==> config.mk <==
export PLATFORM = sky130hd
export DESIGN_NAME = button_debouncer
export DESIGN_NICKNAME = d
export VERILOG_FILES = /design/src/rtl/button_debouncer_pkg.sv /design/src/rtl/button_debounce_chan.sv /design/src/rtl/button_debouncer.sv
export SDC_FILE = /design/constraint.sdc
export NUM_CORES = 1
export LEC_CHECK = 0
export CORE_MARGIN = 5
export CORE_UTILIZATION = 56
export DETAILED_ROUTE_END_ITERATION = 10
export PLACE_DENSITY_LB_ADDON = 0.15
export SLEW_MARGIN = 20
export SYNTH_ARGS = -nofsm -noshare
export SYNTH_HDL_FRONTEND = slang
export SYNTH_SLANG_ARGS = --single-unit
export TNS_END_PERCENT = 1
==> constraint.sdc <==
create_clock -name clk -period 2.1 [get_ports clk]
set_input_delay 0.42 -clock clk [delete_from_list [all_inputs] [get_ports clk]]
set_output_delay 0.42 -clock clk [all_outputs]
set_load 0.02 [all_outputs]
==> src/rtl/button_debouncer_pkg.sv <==
// Shared types and helpers for the push-button debouncer.
// Holds the per-channel FSM state encoding and counter-width math.
package button_debouncer_pkg;

    // Per-channel debounce FSM states
    typedef enum logic {
        ST_STABLE   = 1'b0,
        ST_SETTLING = 1'b1
    } db_state_e;

    // $clog2 that never returns 0, so a counter is always at least 1 bit
    function automatic int clog2_safe(input int value);
        int result;
        if (value < 2) begin
            result = 1;
        end else begin
            result = $clog2(value);
        end
        return result;
    endfunction

endpackage

==> src/rtl/button_debounce_chan.sv <==
// One debounced button channel: 2-flop synchronizer, settle FSM,
// stability counter, hold counter and registered event strobes.
module button_debounce_chan
    import button_debouncer_pkg::*;
#(
    parameter int   DEBOUNCE_CYCLES = 1000000,
    parameter int   HOLD_CYCLES     = 50000000,
    parameter logic RELEASED_LEVEL  = 1'b1
) (
    input  logic clk,
    input  logic reset_n,
    input  logic btn_raw,
    output logic btn_db,
    output logic press_pulse,
    output logic release_pulse,
    output logic hold_pulse
);

    localparam int CW = clog2_safe(DEBOUNCE_CYCLES);
    localparam int HW = clog2_safe(HOLD_CYCLES) + 1;

    localparam logic [CW-1:0] CNT_LAST  = CW'(DEBOUNCE_CYCLES - 1);
    localparam logic [CW-1:0] CNT_ONE   = CW'(1);
    localparam logic [HW-1:0] HOLD_LAST = HW'(HOLD_CYCLES);
    localparam logic [HW-1:0] HOLD_ONE  = HW'(1);
    localparam bit            HOLD_EN   = (HOLD_CYCLES > 0);
    localparam bit            INSTANT   = (DEBOUNCE_CYCLES == 1);

    logic           r_sync1;
    logic           r_sync2;
    logic           r_db;
    db_state_e      r_state;
    logic [CW-1:0]  r_cnt;
    logic [HW-1:0]  r_hcnt;
    logic           r_press;
    logic           r_release;
    logic           r_hold;

    logic           w_diff;
    logic           w_accept;
    db_state_e      w_state_nxt;
    logic [CW-1:0]  w_cnt_nxt;
    logic           w_press_nxt;
    logic           w_release_nxt;
    logic           w_pressed;
    logic [HW-1:0]  w_hcnt_inc;
    logic [HW-1:0]  w_hcnt_nxt;
    logic           w_hold_nxt;

    assign w_diff     = (r_sync2 != r_db);
    assign w_pressed  = (r_db != RELEASED_LEVEL);
    assign w_hcnt_inc = r_hcnt + HOLD_ONE;

    // Two-flop synchronizer; released level out of reset avoids a fake edge
    always_ff @(posedge clk) begin
        if (!reset_n) begin
            r_sync1 <= RELEASED_LEVEL;
            r_sync2 <= RELEASED_LEVEL;
        end else begin
            r_sync1 <= btn_raw;
            r_sync2 <= r_sync1;
        end
    end

    // State register: FSM state, settle count, debounced level, strobes
    always_ff @(posedge clk) begin
        if (!reset_n) begin
            r_state   <= ST_STABLE;
            r_cnt     <= '0;
            r_db      <= RELEASED_LEVEL;
            r_press   <= 1'b0;
            r_release <= 1'b0;
        end else begin
            r_state   <= w_state_nxt;
            r_cnt     <= w_cnt_nxt;
            r_press   <= w_press_nxt;
            r_release <= w_release_nxt;
            if (w_accept) begin
                r_db <= r_sync2;
            end
        end
    end

    // Next-state logic: count consecutive mismatches, drop back on a bounce
    always_comb begin
        w_state_nxt = r_state;
        w_cnt_nxt   = r_cnt;
        w_accept    = 1'b0;
        case (r_state)
            ST_STABLE: begin
                w_cnt_nxt = '0;
                if (w_diff) begin
                    if (INSTANT) begin
                        w_accept = 1'b1;
                    end else begin
                        w_state_nxt = ST_SETTLING;
                        w_cnt_nxt   = CNT_ONE;
                    end
                end
            end
            ST_SETTLING: begin
                if (!w_diff) begin
                    w_state_nxt = ST_STABLE;
                    w_cnt_nxt   = '0;
                end else if (r_cnt == CNT_LAST) begin
                    w_accept    = 1'b1;
                    w_state_nxt = ST_STABLE;
                    w_cnt_nxt   = '0;
                end else begin
                    w_cnt_nxt = r_cnt + CNT_ONE;
                end
            end
            default: begin
                w_state_nxt = ST_STABLE;
                w_cnt_nxt   = '0;
            end
        endcase
    end

    // Output logic: direction of the accepted level picks the strobe
    always_comb begin
        w_press_nxt   = 1'b0;
        w_release_nxt = 1'b0;
        if (w_accept) begin
            if (r_sync2 == RELEASED_LEVEL) begin
                w_release_nxt = 1'b1;
            end else begin
                w_press_nxt = 1'b1;
            end
        end
    end

    // Hold counter next value: saturates so only one hold strobe per press
    always_comb begin
        w_hcnt_nxt = '0;
        w_hold_nxt = 1'b0;
        if (HOLD_EN && w_pressed) begin
            if (r_hcnt != HOLD_LAST) begin
                w_hcnt_nxt = w_hcnt_inc;
                w_hold_nxt = (w_hcnt_inc == HOLD_LAST);
            end else begin
                w_hcnt_nxt = r_hcnt;
            end
        end
    end

    // Hold counter and hold strobe registers
    always_ff @(posedge clk) begin
        if (!reset_n) begin
            r_hcnt <= '0;
            r_hold <= 1'b0;
        end else begin
            r_hcnt <= w_hcnt_nxt;
            r_hold <= w_hold_nxt;
        end
    end

    assign btn_db        = r_db;
    assign press_pulse   = r_press;
    assign release_pulse = r_release;
    assign hold_pulse    = r_hold;

endmodule

==> src/rtl/button_debouncer.sv <==
// Multi-channel push-button conditioner feeding the button PIO in_port.
// Each channel is debounced independently by button_debounce_chan.
module button_debouncer
    import button_debouncer_pkg::*;
#(
    parameter int   WIDTH           = 2,
    parameter int   DEBOUNCE_CYCLES = 1000000,
    parameter int   HOLD_CYCLES     = 50000000,
    parameter logic RELEASED_LEVEL  = 1'b1
) (
    input  logic             clk,
    input  logic             reset_n,
    input  logic [WIDTH-1:0] btn_raw,
    output logic [WIDTH-1:0] btn_db,
    output logic [WIDTH-1:0] press_pulse,
    output logic [WIDTH-1:0] release_pulse,
    output logic [WIDTH-1:0] hold_pulse
);

    logic [WIDTH-1:0] w_db;
    logic [WIDTH-1:0] w_press;
    logic [WIDTH-1:0] w_release;
    logic [WIDTH-1:0] w_hold;

    // One independent debounce channel per button
    for (genvar g = 0; g < WIDTH; g++) begin : g_chan
        button_debounce_chan #(
            .DEBOUNCE_CYCLES (DEBOUNCE_CYCLES),
            .HOLD_CYCLES     (HOLD_CYCLES),
            .RELEASED_LEVEL  (RELEASED_LEVEL)
        ) u_chan (
            .clk           (clk),
            .reset_n       (reset_n),
            .btn_raw       (btn_raw[g]),
            .btn_db        (w_db[g]),
            .press_pulse   (w_press[g]),
            .release_pulse (w_release[g]),
            .hold_pulse    (w_hold[g])
        );
    end

    assign btn_db        = w_db;
    assign press_pulse   = w_press;
    assign release_pulse = w_release;
    assign hold_pulse    = w_hold;

endmodule

# Yosys cells after proc, flatten, opt, wreduce, memory -nomap -nowiden
# Index checks and enable logic that the tools add are counted.
[totals]
reg_bits = 108
input_bits = 4
out_inout_bits = 8
wordCells = 67
[op_classes]
add_sub_neg = 4
eq_ne = 8
muxes = 26
n_bitwise = 5
n_reduce_logical = 6
[ops]
columns = ["operator", "count"]
rows = [
  ["two-way mux 20 bit", 4],
  ["case mux 20 bit (2 select lines)", 2],
  ["adder 27 x 1 -> 27 bit, second input constant", 2],
  ["equality test 27 x 26 -> 1 bit, second input constant", 2],
  ["!= test 27 x 26 -> 1 bit, second input constant", 2],
  ["adder 20 x 1 -> 20 bit, second input constant", 2],
  ["equality test 20 bit, second input constant", 2],
  ["two-way mux 1 bit", 18],
  ["OR reduction 3 bit", 2],
  ["NOT 1 bit", 5],
  ["case mux 1 bit (2 select lines)", 2],
  ["AND reduction 2 bit", 2],
  ["OR reduction 2 bit", 2],
  ["!= test 1 bit", 2],
]

# Logic depth before layout (Yosys ltp)
[logic_depth]
word_depth = 5
mapped_depth = 8

# Hierarchy
# From an unflattened synthesis, not the netlist that was laid out.
[hier_totals]
cells_unflattened = 624
area_unflattened_um2 = 5392.7
[modules_own_cells]
columns = ["module", "n_inst", "cells_each", "area_per_inst_um2", "seq_area_each_um2"]
rows = [
  ["button_debounce_chan at g_chan[1].u_chan", 1, 326, 2762.6, 1081.0],
  ["button_debounce_chan at g_chan[0].u_chan", 1, 298, 2630.0, 1081.0],
]

# Worst setup path after synthesis
# No wires, ideal clock.
[synth_timing]
path_kind = "register to register"
start = "register g_chan[1].u_chan.r_hcnt[0]"
end = "register g_chan[1].u_chan.r_hold"
arrival_time_ns = 2.065
slack_ns = -0.026
stages_incl_launch_ff = 8
path_buffers = 0
cell_sequence = "dfxtp_1 -> ha_1 -> nand3_1 -> nor3_2 -> and4bb_2 -> o21ai_1 -> a2111oi_2 -> and4_1"
[synth_via]
elab_chain_len = 3
word_cells_on_any_way = 5
[synth_lines]
columns = ["item", "line_no", "source"]
rows = [
  ["start, declared", "button_debounce_chan.sv:34", "logic [HW-1:0] r_hcnt;"],
  ["start signal, assigned", "button_debounce_chan.sv:153", "r_hcnt <= w_hcnt_nxt;"],
  ["branches (longest 3 deep; another with adder 27 x 1 -> 27 bit)", "--", ""],
  ["end signal, assigned", "button_debounce_chan.sv:154", "r_hold <= w_hold_nxt;"],
  ["end, declared", "button_debounce_chan.sv:37", "logic r_hold;"],
]
# Parallel ways; which one is timed is not known.
# A chain may end at the register's enable or synchronous reset.

# Worst setup path after layout
[layout_timing]
start = "register g_chan[0].u_chan.r_hcnt[1]"
end = "register g_chan[0].u_chan.r_hold"
[layout_via]
elab_chain_len = 3
word_cells_on_any_way = 5
[layout_lines]
columns = ["item", "line_no"]
rows = [
  ["start, declared", "button_debounce_chan.sv:34"],
  ["start signal, assigned", "button_debounce_chan.sv:153"],
  ["branches (longest 3 deep; another with adder 27 x 1 -> 27 bit)", "--"],
  ["end signal, assigned", "button_debounce_chan.sv:154"],
  ["end, declared", "button_debounce_chan.sv:37"],
]
# Parallel ways; which one is timed is not known.

==> impl_metrics.env <==
export IMPL_globalRouteMet2Util_pct=30.3
export IMPL_slew_viol_final=0
export IMPL_drc=0
export IMPL_hold_viol=0
export IMPL_cts_htree_levels=3
export IMPL_clock_sinks=108
export IMPL_synth_edf_count=0
export IMPL_clk_latency_ns=0.38
export IMPL_cp_max_fo=9
export IMPL_cts_tree="built"
export IMPL_syn_mean_instance_area_sq_um=8.46
export IMPL_startpoint_type="register"
export IMPL_wl_per_cell_microns=13.2
export IMPL_fin_nets=637
export IMPL_yosys_warnings=0
export IMPL_drt_wl_total_mm=9.79
export IMPL_gr_usage_met3_pct=4.87
export IMPL_clk_root_buffer_cell="clkbuf_8"
export IMPL_die_width_microns=105
export IMPL_holdWs_ns=0.421
export IMPL_required_ns=2.42
export IMPL_fmax_mhz=508
export IMPL_slew_limit_headroom_pct=66.7
export IMPL_skew_ns=0.0136
export IMPL_dieArea_sq_um=11100
export IMPL_core_area_sq_um=8760
export IMPL_grt_pass1_wl_mm=16.8
export IMPL_use_met1_pct=22.7
export IMPL_crit_arrival_ns=2.29
export IMPL_routed_via_density=5.45
export IMPL_drv_cap=0
export IMPL_first_pass_iters=4
export IMPL_endpoint_kind="register"
export IMPL_antenna_found_initial=0
export IMPL_route_vias_total=4031
export IMPL_grtUsageTotal_pct=18.0
export IMPL_syn_nets=610
export IMPL_drt_iter0_drc=117
export IMPL_grt_max_degree=22
export IMPL_ctsLongestPathBuffers=2
export IMPL_yosysSeqAreaShare_pct=42.7
export IMPL_hold_class="reg2reg"
export IMPL_fill_cells=760
export IMPL_grt_overflow_total=0
export IMPL_ant_nets=0
export IMPL_grt_pass1_vias=3803
export IMPL_cts_buffers=9
export IMPL_gp_congestion=0.874
export IMPL_dp_hpwl_mm=7.05
export IMPL_top_usage_layer="met2"
export IMPL_io_pins=12
export IMPL_critPathKind="reg2reg"
export IMPL_syn_instance_count=599
export IMPL_setup_viol=0
export IMPL_status="complete, no violations"
export IMPL_peakVddDrop_uv=362
export IMPL_synth_ff_type="dfxtp_1"
export IMPL_period_share_pct=93.8
export IMPL_port_buffers=11
export IMPL_antenna_cells=0
export IMPL_place_ws_ns=0.105
export IMPL_initial_utilization_pct=57.8
export IMPL_rows=34
export IMPL_power_density_nw_per_um2=588
export IMPL_clkTransAtPathRegs_ns=0.12
export IMPL_synthArstFlopShare_pct=0
export IMPL_ys_seq_elements=108
export IMPL_syn_to_final_growth_pct=12.1
export IMPL_syn_area_sq_um=5070
export IMPL_dieHeight_microns=105
export IMPL_setup_ws_ns=0.130
export IMPL_p_total_uw=3340
export IMPL_ys_types=47
export IMPL_worst_pin_slew_ns=0.496
export IMPL_power_leakage_uw=0.00184
export IMPL_final_min_clock_period_ns=1.97
export IMPL_drive_above_1_share_pct=10.9
[flip-flops by register name, indices dropped and copies added (netlist names)]
name                         count
g_chan.u_chan.r_hcnt            54
g_chan.u_chan.r_cnt             40
g_chan.u_chan.btn_db             2
g_chan.u_chan.hold_pulse         2
g_chan.u_chan.press_pulse        2
g_chan.u_chan.r_state            2
g_chan.u_chan.r_sync1            2
g_chan.u_chan.r_sync2            2
g_chan.u_chan.release_pulse      2
[layout by cell type (no fill, tap or decap), types with 5 or more instances in the layout]
cell,count
and2_1,5
nand2_1,42
nor3_2,5
nor2_1,123
nand3_1,41
dfxtp_2,5
ha_1,7
nand4_1,21
dfxtp_1,103
inv_1,15
nor4_1,6
nor3_1,16
xor2_1,44
buf_4,28
nand2b_1,12
clkdlybuf4s50_1,11
or3_1,5
and4_1,10
clkbuf_8,9
and3_1,12
a21oi_1,6
o21ai_0,7
xnor2_1,45
[synthesized netlist by cell type, types with 4 or more instances]
| master | instances | share of area, % |
|---|---|---|
| xor2_1 | 44 | 7.6 |
| o21ai_0 | 7 | 0.69 |
| nand2_1 | 42 | 3.1 |
| nor4b_1 | 4 | 0.69 |
| or3_1 | 5 | 0.62 |
| and3_1 | 12 | 1.5 |
| nor3_1 | 19 | 1.9 |
| and2_1 | 5 | 0.62 |
| and4_1 | 10 | 1.7 |
| xnor2_1 | 45 | 7.8 |
| nand3_1 | 42 | 4.1 |
| nand4_1 | 21 | 2.6 |
| clkbuf_1 | 7 | 0.52 |
| buf_2 | 9 | 0.89 |
| inv_1 | 15 | 1.1 |
| a21oi_1 | 6 | 0.59 |
| nor4_1 | 7 | 0.86 |
| nand2b_1 | 12 | 1.5 |
| nor2_1 | 124 | 9.2 |
| ha_1 | 7 | 1.7 |
| buf_4 | 8 | 1.2 |
| dfxtp_1 | 108 | 43 |
[worst max-delay path, cell delays in order (launching register included)]
cell     delay (ns)
dfxtp_1        0.37
ha_1           0.24
and3_1         0.22
buf_4          0.17
or3_1          0.30
nand2_1        0.07
a22oi_1        0.07
nor4b_2        0.27
and4_1         0.21
[final cells by class]
type | count | area [sq um] | share of cell area [%]
Clock buffer | 9 | 124 | 2.18
Clock inverter | 7 | 78.8 | 1.39
Inverter | 15 | 56.3 | 0.991
Multi-Input combinational cell | 452 | 2780 | 48.9
Sequential cell | 108 | 2170 | 38.2
Tap cell | 108 | 135 | 2.38
Timing Repair Buffer | 40 | 340 | 5.99
[per-stage QoR]
stage                     cells  cell area, sq um  utilization, %  setup TNS, ns
after CTS                   738              5620            64.1              0
after floorplan             599              5080               -              0
after global routing        739              5680            64.8        -0.0261
after detailed placement    722              5420            61.8              0
after global placement      722              5420            61.8              0
final                       739              5680            64.8              0
[power by group]
part           internal (uW)  switching (uW)  leakage [uW]
clock network            475             788      0.000102
registers               2050            3.60      0.000873
logic                   12.6            9.03      0.000865
total                   2540             801       0.00184
[layer usage]
metal / share of wire, % / wire length (microns)
met1: 47 / 4570
met2: 48 / 4680
met3: 3.7 / 364
met4: 1.8 / 180
met5: 0 / 0
[what timing repair did]
item,CTS,global route
hold buffers,0,0
hold endpoints to repair,0,0
setup buffers,0,1
setup endpoints to repair,0,5
resized for setup,0,14
[worst paths after layout]
path                                           startpoint                                     end  slack (ns)  cells past startpoint
setup / recovery  g_chan[0].u_chan.r_hcnt[1]$_SDFFE_PP0N_  g_chan[0].u_chan.hold_pulse$_SDFF_PP0_        0.13                      8
hold reg to reg       g_chan[0].u_chan.r_sync1$_SDFF_PN1_     g_chan[0].u_chan.r_sync2$_SDFF_PN1_        0.42                      1
hold / removal        g_chan[0].u_chan.r_sync1$_SDFF_PN1_     g_chan[0].u_chan.r_sync2$_SDFF_PN1_        0.42                      1
setup reg to reg  g_chan[0].u_chan.r_hcnt[1]$_SDFFE_PP0N_  g_chan[0].u_chan.hold_pulse$_SDFF_PP0_        0.13                      8
[logic make-up after synthesis]
family	Yosys count	synth area share (%)
muxes	2	0.420
buffers and inverters	39	3.70
DFF	108	42.7
and+or+nand+nor	324	32.2
xor gates and xnor gates	89	15.4
AOI/OAI and AO/OA	30	3.88
adders and majority gates	7	1.73
No activity file was read; power rests on OpenSTA's default activity.
